### src/rtl/router_pkt_fifo.sv
// Packet FIFO for one router output channel: tags header bytes on write and
// counts the header's payload length on read to flag the final (parity) byte.
module router_pkt_fifo #(
    parameter int DATA_W    = 8,
    parameter int DEPTH     = 16,
    parameter int LEN_MSB   = 7,
    parameter int LEN_LSB   = 2,
    parameter int AF_THRESH = 14
) (
    input  logic                     clock,
    input  logic                     resetn,
    input  logic                     soft_reset,
    input  logic                     write_enb,
    input  logic                     read_enb,
    input  logic                     lfd_state,
    input  logic [DATA_W-1:0]        data_in,
    output logic                     full,
    output logic                     empty,
    output logic                     almost_full,
    output logic [$clog2(DEPTH):0]   fill_level,
    output logic [DATA_W-1:0]        data_out,
    output logic                     data_valid,
    output logic                     pkt_done,
    output logic                     ovf_err,
    output logic                     udf_err
);

    localparam int AW = $clog2(DEPTH);
    localparam int CW = LEN_MSB - LEN_LSB + 2;
    localparam logic [AW:0] AF_LVL = (AW+1)'(AF_THRESH);

    logic [DATA_W:0]  mem [DEPTH];
    logic [AW:0]      wr_ptr_reg;
    logic [AW:0]      rd_ptr_reg;
    logic             lfd_reg;
    logic [CW-1:0]    rem_cnt_reg;
    logic [CW-1:0]    rem_cnt_next;
    logic             pkt_done_next;
    logic [DATA_W:0]  rd_entry;
    logic             do_wr;
    logic             do_rd;

    assign empty       = (wr_ptr_reg == rd_ptr_reg);
    assign full        = (wr_ptr_reg[AW] != rd_ptr_reg[AW]) &&
                         (wr_ptr_reg[AW-1:0] == rd_ptr_reg[AW-1:0]);
    assign fill_level  = wr_ptr_reg - rd_ptr_reg;
    assign almost_full = (fill_level >= AF_LVL);

    // Flags come from pre-edge pointers, so a write while full stays blocked
    // even when a read frees an entry in the same cycle.
    assign do_wr    = write_enb && !full && !soft_reset;
    assign do_rd    = read_enb && !empty && !soft_reset;
    assign rd_entry = mem[rd_ptr_reg[AW-1:0]];

    always_comb begin
        rem_cnt_next  = rem_cnt_reg;
        pkt_done_next = 1'b0;
        if (do_rd) begin
            if (rd_entry[DATA_W]) begin
                // Header reloads the counter: payload bytes plus one parity byte.
                rem_cnt_next = {1'b0, rd_entry[LEN_MSB:LEN_LSB]} + CW'(1);
            end else if (rem_cnt_reg != '0) begin
                rem_cnt_next  = rem_cnt_reg - CW'(1);
                pkt_done_next = (rem_cnt_reg == CW'(1));
            end
        end
    end

    always_ff @(posedge clock) begin
        if (do_wr) begin
            mem[wr_ptr_reg[AW-1:0]] <= {lfd_reg, data_in};
        end
    end

    always_ff @(posedge clock or negedge resetn) begin
        if (!resetn) begin
            wr_ptr_reg  <= '0;
            rd_ptr_reg  <= '0;
            lfd_reg     <= 1'b0;
            rem_cnt_reg <= '0;
            data_out    <= '0;
            data_valid  <= 1'b0;
            pkt_done    <= 1'b0;
            ovf_err     <= 1'b0;
            udf_err     <= 1'b0;
        end else if (soft_reset) begin
            wr_ptr_reg  <= '0;
            rd_ptr_reg  <= '0;
            lfd_reg     <= 1'b0;
            rem_cnt_reg <= '0;
            data_out    <= '0;
            data_valid  <= 1'b0;
            pkt_done    <= 1'b0;
            ovf_err     <= 1'b0;
            udf_err     <= 1'b0;
        end else begin
            lfd_reg     <= lfd_state;
            rem_cnt_reg <= rem_cnt_next;
            pkt_done    <= pkt_done_next;
            if (do_wr) begin
                wr_ptr_reg <= wr_ptr_reg + 1'b1;
            end
            if (write_enb && full) begin
                ovf_err <= 1'b1;
            end
            if (do_rd) begin
                data_out   <= rd_entry[DATA_W-1:0];
                data_valid <= 1'b1;
                rd_ptr_reg <= rd_ptr_reg + 1'b1;
            end else begin
                data_valid <= 1'b0;
            end
            if (read_enb && empty) begin
                udf_err <= 1'b1;
            end
        end
    end

endmodule

### config.mk
export PLATFORM = sky130hd
export DESIGN_NAME = router_pkt_fifo
export DESIGN_NICKNAME = d
export VERILOG_FILES = /design/src/rtl/router_pkt_fifo.sv
export SDC_FILE = /design/constraint.sdc
export NUM_CORES = 1
export LEC_CHECK = 0
export ABC_AREA = 1
export CAP_MARGIN = 20
export CORE_MARGIN = 1.5
export CORE_UTILIZATION = 40
export DETAILED_ROUTE_END_ITERATION = 8
export PLACE_DENSITY = 0.58
export SLEW_MARGIN = 5
export SYNTH_ARGS = -nofsm -noshare
export SYNTH_HDL_FRONTEND = slang
export SYNTH_SLANG_ARGS = --single-unit
### constraint.sdc
create_clock -name clock -period 3.64 [get_ports clock]
set_input_delay 0.728 -clock clock [delete_from_list [all_inputs] [get_ports clock]]
set_output_delay 0.728 -clock clock [all_outputs]
set_load 0.01 [all_outputs]
==> summary.txt, run 1 <==
Timing
  – Max-slew violation count: 0
  – Setup repair after global routing missed its margin: false
  – Worst max-slew margin expressed relative to the limit: 57.8%
  – Transition time at the pin with the least slew margin: 0.631 ns
  – Worst hold-check slack: 0.485 ns
  – Number of setup violations in the final report: 0
  – Final clock skew: 0.0107 ns
  – Sum of negative setup slack: 0 ns
  – Hold violation count in the final report: 0
  – Fraction of the cycle the final worst path needs: 92.9%
  – Max frequency: 296 MHz
  – Tmin final: 3.38 ns

Route
  – Vias: 5,281
  – DRC violations left: 0
  – Number of DRC violations after detailed-routing iteration 0: 457
  – Aggregate routed wire length: 17,600 um
  – Antenna-violating nets left: 0
  – Drt first pass iters: 5
  – Routed len/inst: 16.4 um
  – DR vias/cell: 4.93

Global routing
  – Largest net degree at the start of global routing: 73
  – Total Routing Usage GR: 18.7%
  – Via count of the first global-routing pass: 5,310
  – Number of antenna violations at the first check in global routing: 0
  – Grt ovf: 0
  – Wire length of the first global-routing pass: 28,100 um

Clock network
  – Post-CTS Resized: 0
  – CTS clock-pin slew for the worst setup and hold paths: 0.06 ns
  – Clock Root Buffer: sky130_fd_sc_hd__clkbuf_16
  – Number of clock buffers inserted by TritonCTS: 17
  – Number of H-tree levels: 4
  – Post-CTS Repair Setup Buffers: 0
  – Clock tree from TritonCTS: yes
  – Sinks on Clock Net: 174
  – Clock Tree Buf Depth: 2
  – Clock latency reported for the late side of the worst-skew pair: 0.43 ns
  – Number of buffers inserted by hold repair at cts: 0

Layout
  – Commonest non-fill, non-tap cell in the layout: sky130_fd_sc_hd__nand2_1
  – Final non-filler cell area: 9000 sq um
  – Total Nets Final: 827
  – Commonest cells after routing, fill and taps aside: 195 x sky130_fd_sc_hd__nand2_1, 144 x sky130_fd_sc_hd__edfxtp_1, 78 x sky130_fd_sc_hd__inv_1, 78 x sky130_fd_sc_hd__nor2_1, 55 x sky130_fd_sc_hd__nand3_1
  – Number of flip-flops under the largest register name: 144
  – Area added between synthesis and finish: 16.1%
  – Number of antenna diodes: 0
  – Share of post-route cells with drive strength above 1: 9.11%

Setup path
  – Arr. time, crit path: 2.65 ns
  – Setup Crit Path Kind: flip-flop to output pin
  – Critical path startpoint category: flip-flop
  – Maximum net fanout on the critical path: 5
  – WP data required: 2.91 ns
  – Type of element capturing the critical path: output pin

Yosys
  – Sequential element share of the synthesized area: 65.5%
  – Average size of a mapped cell: 10.4 sq um
  – Area of the mapped netlist: 7750 sq um
  – Yosys reg bits: 174
  – Unique cell type count in the Yosys netlist: 32
  – Number of cells produced by synthesis: 749
  – Total number of yosys warnings: 0
  – Synth Net Count: 777

Status
  – Result of the run: finished, final reports clean

Power
  – Worst IR Drop VDD: 0.295 mV
  – P_leak: 3.66 nW
  – Total chip power: 4.89 mW
  – PwrDens: 543 nW/um^2

Min path
  – Worst Hold Class: flip-flop to flip-flop

Placed design
  – Cell area after placement: 8440 sq um
  – HPWL reported at the end of detailed placement: 11,100 um
  – Count of input and output buffers: 33
  – RD Place Congestion: 0.824

Die
  – # rows: 50
  – Number of placed I/O pins: 34
  – X dimension of the die: 142 um
  – Core region area: 18,800 sq um
  – Total die area: 20,200 sq um
  – Initial core utilization: 41.2%
  – Die Ht: 142 um

Run
  – Max Cap Violations: 0
==> final cells by class <==
cell class              instances  area, sq um
inverters                      86          323
flip-flops and latches        174         5080
clock buffers                  17          425
fillers                      1702         9830
clock inverters                15          135
repair buffers                 59          538
multi-input cells             461         2180
well taps                     260          325
==> cells by family (layout without fill, tap and decap cells) <==
group	Yosys count	after routing	synth area share, %
flops	174	174	65.5
xor+xnor	8	8	0.904
buf+inv	114	177	6.41
fa+ha+maj	14	14	2.36
simple gates	352	352	18.5
compound gates	87	87	6.33
==> per-stage QoR <==
step	utilization [%]	worst slack [ns]	cells
final	47.8	0.259	1072
after CTS	47.8	0.245	1072
after global placement	44.8	0.761	1040
after global routing	47.8	0.00683	1072
after detailed placement	44.8	0.708	1040
after floorplan	-	0.625	749
==> per-layer routing <==
layer	global-route usage, %	part of all wire [%]	vias up
met2	31.6	49	137
met5	0	0	-
met4	6.40	1.9	0
li1	-	-	2591
met3	4.27	4.3	26
met1	23.9	45	2527
==> final timing paths <==
path	startpoint	endpoint	slack, ns	depth (start not counted)
setup / recovery	wr_ptr_reg[0]$_DFFE_PN0P_	almost_full	0.26	9
hold / removal	rem_cnt_reg[6]$_DFFE_PN0P_	rem_cnt_reg[6]$_DFFE_PN0P_	0.49	2
setup reg to reg	wr_ptr_reg[0]$_DFFE_PN0P_	mem[3][2]$_DFFE_PP_	1.03	8
hold reg to reg	rem_cnt_reg[6]$_DFFE_PN0P_	rem_cnt_reg[6]$_DFFE_PN0P_	0.49	2
max in group asynchronous	resetn	rd_ptr_reg[0]$_DFFE_PN0P_	2.63	2
min in group asynchronous	resetn	udf_err$_DFFE_PN0P_	0.71	2
==> critical path: stages (launching register included) <==
cell and delay (ns):
sky130_fd_sc_hd__dfrtp_1 0.43, sky130_fd_sc_hd__inv_1 0.16, sky130_fd_sc_hd__ha_1 0.16, sky130_fd_sc_hd__inv_1 0.06, sky130_fd_sc_hd__fa_1 0.40, sky130_fd_sc_hd__a21oi_1 0.15
sky130_fd_sc_hd__o21bai_1 0.08, sky130_fd_sc_hd__xor2_1 0.15, sky130_fd_sc_hd__o21ai_0 0.08, sky130_fd_sc_hd__clkdlybuf4s50_1 0.55
==> cell usage after synthesis, drive strengths merged <==
master | instances | area (sq um)
nor2 | 82 | 318
clkbuf | 5 | 18.8
a22o | 4 | 35.0
edfxtp | 144 | 4320
nor3 | 10 | 50.1
a21oi | 8 | 40.0
clkinv | 2 | 7.51
o211ai | 2 | 15.0
o221ai | 4 | 35.0
inv | 84 | 315
dfrtp | 30 | 751
o21ai | 59 | 299
fa | 1 | 20.0
o21bai | 3 | 22.5
nand2 | 198 | 751
o22ai | 7 | 43.8
buf | 23 | 155
or2 | 3 | 18.8
xor2 | 6 | 52.6
and3 | 1 | 6.26
nand4 | 2 | 12.5
nand3 | 55 | 275
nor4 | 1 | 6.26
ha | 13 | 163
xnor2 | 2 | 17.5
==> power by group <==
| part | switching [mW] | total (mW) | internal (mW) |
|---|---|---|---|
| Clock | 0.772 | 1.72 | 0.952 |
| Sequential | 0.0431 | 2.26 | 2.21 |
| Combinational | 0.583 | 0.909 | 0.326 |
Note: power is estimated with default switching activity, not from simulation.
==> run 2, diff against run 1 <==
- CORE_UTILIZATION: 40 -> 47
- MAX_ROUTING_LAYER: default -> met4
- PLACE_DENSITY: 0.58 -> 0.65
==> run 2 against run 1 <==
Core utilization increased by 8.4 points. Flip-flop and latch count unchanged. Routed wire length decreased by 0.22%. Cell count shrank 3.6%. The run now ends with DRC left. Critical path type unchanged. Via count is 2.2% higher. Clock power up 3%. Highest routed layer unchanged. Largest power group unchanged.
==> summary.txt, run 2 (synthesis results as in run 1) <==
Status
  – Result of the run: finished, violations left (was finished, final reports clean)
  – Violations in the final reports: DRC

Die
  – Die Ht: 131 um (was 142 um)
  – # rows: 46 (was 50)
  – Number of placed I/O pins: 34 (unchanged)
  – Initial core utilization: 48.5% (was 41.2%)
  – Total die area: 17,300 sq um (was 20,200 sq um)
  – Core region area: 16,000 sq um (was 18,800 sq um)
  – X dimension of the die: 131 um (was 142 um)

Route
  – Routed len/inst: 17.0 um (was 16.4 um)
  – Drt first pass iters: 7 (was 5)
  – Vias: 5,397 (was 5,281)
  – DRC violations left: 2 (was 0)
  – Number of DRC violations after detailed-routing iteration 0: 445 (was 457)
  – Aggregate routed wire length: 17,500 um (was 17,600 um)
  – Antenna-violating nets left: 0 (unchanged)
  – DR vias/cell: 5.22 (was 4.93)

Power
  – Total chip power: 4.94 mW (was 4.89 mW)
  – Worst IR Drop VDD: 0.341 mV (was 0.295 mV)
  – P_leak: 3.69 nW (was 3.66 nW)
  – PwrDens: 549 nW/um^2 (was 543 nW/um^2)

Setup path
  – Arr. time, crit path: 2.76 ns (was 2.65 ns)
  – Startpoint of the lowest-slack register-to-register path: wr_ptr_reg[0]$_DFFE_PN0P_ (unchanged)
  – Critical Path Source: wr_ptr_reg[0]$_DFFE_PN0P_ (unchanged)
  – Largest incremental delay on the critical path: 0.57 ns (was 0.55 ns)
  – Number of buffer and inverter stages on the critical path: 3 (unchanged)
  – Critical path startpoint category: flip-flop (unchanged)
  – Most prevalent standard cell on the critical path: sky130_fd_sc_hd__inv_1 (unchanged)
  – WP data required: 2.91 ns (about the same)
  – Series of cell instances along the critical path: inv_1, ha_1, inv_1, fa_1, a21oi_1, o21bai_1, xor2_1, o21ai_0, clkdlybuf4s50_1 (unchanged)
  – Setup Crit Path Kind: flip-flop to output pin (unchanged)
  – Type of element capturing the critical path: output pin (unchanged)
  – Maximum net fanout on the critical path: 5 (unchanged)
  – Slowest stage cell on the critical path: sky130_fd_sc_hd__clkdlybuf4s50_1 (unchanged)
  – Delay-heaviest family, CP: buffers and inverters (unchanged)

Global routing
  – Largest net degree at the start of global routing: 44 (was 73)
  – Grt ovf: 0 (unchanged)
  – Via count of the first global-routing pass: 5,242 (was 5,310)
  – Wire length of the first global-routing pass: 28,000 um (was 28,100 um)
  – Total Routing Usage GR: 21.8% (was 18.7%)
  – Number of antenna violations at the first check in global routing: 0 (unchanged)

Layout
  – Commonest non-fill, non-tap cell in the layout: sky130_fd_sc_hd__nand2_1 (unchanged)
  – Total Nets Final: 832 (was 827)
  – Number of antenna diodes: 0 (unchanged)
  – Commonest cells after routing, fill and taps aside: 195 x sky130_fd_sc_hd__nand2_1, 144 x sky130_fd_sc_hd__edfxtp_1, 78 x sky130_fd_sc_hd__inv_1, 78 x sky130_fd_sc_hd__nor2_1, 55 x sky130_fd_sc_hd__nand3_1 (unchanged)
  – Share of the core filled with cells in the final layout: 56.2% (was 47.8%)
  – Number of standard cells in the layout, taps in and fillers out: 1,033 (was 1,072)
  – Number of flip-flops under the largest register name: 144 (unchanged)
  – Area added between synthesis and finish: 16.0% (was 16.1%)
  – Share of post-route cells with drive strength above 1: 9.79% (was 9.11%)
  – Fill cell count: 1,374 (was 1,702)

Clock network
  – Number of H-tree levels: 4 (unchanged)
  – Clock Tree Buf Depth: 2 (unchanged)
  – Post-CTS Repair Setup Buffers: 0 (unchanged)
  – Clock tree from TritonCTS: yes (unchanged)
  – Post-CTS Resized: 0 (unchanged)
  – Number of buffers inserted by hold repair at cts: 0 (unchanged)
  – Sinks on Clock Net: 174 (unchanged)
  – Clock latency reported for the late side of the worst-skew pair: 0.44 ns (was 0.43 ns)
  – CTS clock-pin slew for the worst setup and hold paths: 0.07 ns (was 0.06 ns)
  – Clock Root Buffer: sky130_fd_sc_hd__clkbuf_16 (unchanged)
  – Number of clock buffers inserted by TritonCTS: 17 (unchanged)

Min path
  – Worst Hold Class: flip-flop to flip-flop (unchanged)
  – Hold_sp: rem_cnt_reg[6]$_DFFE_PN0P_ (unchanged)

Timing
  – Fraction of the cycle the final worst path needs: 95.8% (was 92.9%)
  – Final clock skew: 0.0108 ns (was 0.0107 ns)
  – Number of setup violations in the final report: 0 (unchanged)
  – Max frequency: 287 MHz (was 296 MHz)
  – Setup repair after global routing missed its margin: false (unchanged)
  – Worst max-slew margin expressed relative to the limit: 52.4% (was 57.8%)
  – Tmin final: 3.49 ns (was 3.38 ns)
  – Max-slew violation count: 0 (unchanged)
  – Hold violation count in the final report: 0 (unchanged)
  – Transition time at the pin with the least slew margin: 0.712 ns (was 0.631 ns)
  – Sum of negative setup slack: 0 ns (unchanged)

Run
  – Max Cap Violations: 0 (unchanged)

Placed design
  – Count of input and output buffers: 33 (unchanged)
  – RD Place Congestion: 0.878 (was 0.824)
  – HPWL reported at the end of detailed placement: 11,800 um (was 11,100 um)
  – # placed instances: 1,000 (was 1,040)
[run 2: final timing paths]
check | end | slack [ns] | cells after the start
hold / removal | rem_cnt_reg[6]$_DFFE_PN0P_ | 0.48 | 2
hold reg to reg | rem_cnt_reg[6]$_DFFE_PN0P_ | 0.48 | 2
min in group asynchronous | rd_ptr_reg[0]$_DFFE_PN0P_ | 0.63 | 1
setup / recovery | almost_full | 0.15 | 9
setup reg to reg | mem[1][0]$_DFFE_PP_ | 0.92 | 8
max in group asynchronous | rd_ptr_reg[2]$_DFFE_PN0P_ | 2.50 | 2
[run 2: stage by stage]
step / setup slack, ns / hold slack [ns] / instance area [sq um]
3_3_place_gp: 0.782 / 0.470 / 8410
4_1_cts: 0.178 / 0.484 / 8980
6_report: 0.154 / 0.477 / 8990
3_5_place_dp: 0.651 / 0.466 / 8410
2_1_floorplan: 0.625 / 0.432 / 7750
5_1_grt: 0.0377 / 0.518 / 8990
[run 2: final cells by class]
cell class | instances | area, sq um | share of cell area, %
clock inverters | 15 | 149 | 1.66
multi-input cells | 461 | 2180 | 24.2
repair buffers | 64 | 571 | 6.34
well taps | 216 | 270 | 3.00
clock buffers | 17 | 425 | 4.73
inverters | 86 | 323 | 3.59
flip-flops and latches | 174 | 5080 | 56.4
[run 2: worst register-to-register path, stage by stage (launching register included)]
cell	delay, ns
sky130_fd_sc_hd__dfrtp_1	0.41
sky130_fd_sc_hd__inv_1	0.12
sky130_fd_sc_hd__ha_1	0.33
sky130_fd_sc_hd__nand4_1	0.20
sky130_fd_sc_hd__o21ai_0	0.15
sky130_fd_sc_hd__nor2_1	0.35
sky130_fd_sc_hd__nand2_1	0.18
sky130_fd_sc_hd__nor2_1	0.45
sky130_fd_sc_hd__buf_4	0.24
[run 2: routing by layer]
layer	global-route usage [%]	up-vias	part of all wire (%)	wire [um]
met3	4.63	23	6.7	1170
met4	6.23	0	1.5	269
met2	35.1	189	49	8540
met1	28.1	2581	43	7560
li1	-	2604	-	-
met5	-	-	0	0
[run 2: report_power, final]
group	internal (mW)	switching (mW)	total, mW
sequential	2.21	0.0446	2.26
combinational	0.326	0.583	0.910
clock	0.965	0.807	1.77
total	3.50	1.43	4.94
==> run 3, diff against run 2 <==
- CTS_CLUSTER_DIAMETER: default -> 150
==> results of run 3 <==
Same layout as run 2: the final DEF is identical, and so are final timing and power.
==> variant: new RTL, flow settings as in run 2 <==
Reset style: synchronous (`resetn`), changed in one clocked block.
--- a/src/rtl/router_pkt_fifo.sv
+++ b/src/rtl/router_pkt_fifo.sv
@@ -74,3 +74,3 @@
 
-    always_ff @(posedge clock or negedge resetn) begin
+    always_ff @(posedge clock) begin
         if (!resetn) begin
Behaviour: differs if resetn is asserted again (counterexample within 4 cycles, from zero or initial values and one cycle with resetn low); with resetn held inactive, the same outputs for 4 cycles.
==> variant against run 2 <==
Via count decreased by 0.61%; cell count decreased by 0.48%; area after synthesis increased by 0.11%; worst setup slack improved by 0.16 ns; sequential cell count increased by 4; highest routed layer unchanged; register-to-register slack got worse by 0.03 ns; wire length increased by 1.9%; design area decreased by 1.1%.
Power is not compared: it rests on default switching activity, and its combinational part moved more than twofold at a synthesized area within 25%.
==> variant: results (changes against run 2) <==
clock latency on the worst-skew pair=0.43 ns; Critical Path Max Stage Delay=0.57 ns (about the same); Layout Skew=0.01098 ns (+0.0002276 ns); Mean Syn Cell Area=10.20 um2 (-1.5%); synth cell count leaders=181 x nand2_1, 144 x edfxtp_1, 86 x inv_1, 78 x nor2_1, 75 x nand3_1; gr usage total=21.81% (about the same); Synth area leaders=edfxtp_1 56%, dfxtp_1 8.8%, nand2_1 8.8%; Worst VDD drop=0.0003467 V; metal2 WL=8686 um (+1.7%); proportion of layout cells with a drive suffix above 1=7.020% (-2.8 points); first-pass GRT wire length=27880 um (-0.35%); reg-to-reg critical path startpoint=wr_ptr_reg[0]$_SDFFE_PP0P_; Post-synth ARST share=0% (-17 points); # fillers=1422 (+3.5%); r2r endpoint=mem[8][8]$_DFFE_PP_; Seq/Total Area, Yosys=64.48% (-0.98 points); Slew headroom=37.09% (-15 points); routed len/inst=17.39 um (+2.4%); met1 WL=7808 um (+3.3%); max reg flops=144 (unchanged); Register-to-Register Path Depth=7 (-1); Final #Nets=827 (-0.60%); final wirelength=17870 um (+1.9%); wire length on met3=1098 um (-5.8%); Min-Delay Startpoint=ovf_err$_SDFFE_PP0P_; Synthesized Nets=789 (+1.5%); GPL Wtd Cong=0.8409 (-4.2%); DRT Pass-1 Iters=5 (-2); Hold Crit Endpoint=ovf_err$_SDFFE_PP0P_; R2R setup slack=0.89 ns (-0.03 ns); post-DP HPWL=11430 um (-3.0%); outcome=completed; placed cell areas=8314 um2 (-1.1%); vias in the first global route=5162 (-1.5%); Post-Place Setup Slack=0.6393 ns (-0.01190 ns); vias after detailed routing=5364 (-0.61%); DRT iter0 DRCs=589 (+32%); Clock power frac=~42%; Pwr Total=roughly 4.3 mW; maximum number of pins on one net before global-route repair=77 (+75%); Yosys warning count=0 (unchanged); chip width=131.5 um (about the same); placed insts=996 (-0.40%); count of different cell masters after synthesis=34 (+6.3%); Hold WS=0.4521 ns (-0.02461 ns); Core Util, Final=55.61% (-0.60 points); WP data arrival=2.60 ns (-0.16 ns); diode count=0 (unchanged); FMAX=300.8 MHz (+4.8%); IO Port Bufs=33 (unchanged); Flop pwr share=a little over half
## variant: cell types whose count changed after synthesis, sizes merged, moves of 5 or more
cell,before,now
a21oi,8,20
o22ai,7,2
nand3,55,76
o21ai,59,47
dfxtp,0,34
nand2,198,181
dfrtp,30,0
o211ai,2,11
inv,84,89
## variant: layout make-up
type / instances / share of cell area, %
sequential: 178 / 56.26
tap: 216 / 3.037
multi-input combinational: 461 / 24.83
clock inverter: 14 / 1.504
timing repair buffer: 51 / 5.512
inverter: 90 / 3.796
clock buffer: 18 / 5.062
## variant: logic make-up (layout without fill, tap and decap cells)
kind of cell | Yosys count | count (layout) | synth area share, %
compound gates | 91 | 91 | 6.755
simple gates | 348 | 348 | 18.46
flops | 178 | 178 | 64.48
buf+inv | 122 | 173 | 7.045
xor+xnor | 8 | 8 | 0.9028
fa+ha+maj | 14 | 14 | 2.354
## variant: per-layer routing
layer / vias up / global-route usage, %
li1: 2632 / -
met1: 2564 / 27.40
met2: 145 / 35.15
met3: 23 / 5.054
met4: 0 / 7.037
met5: - / -
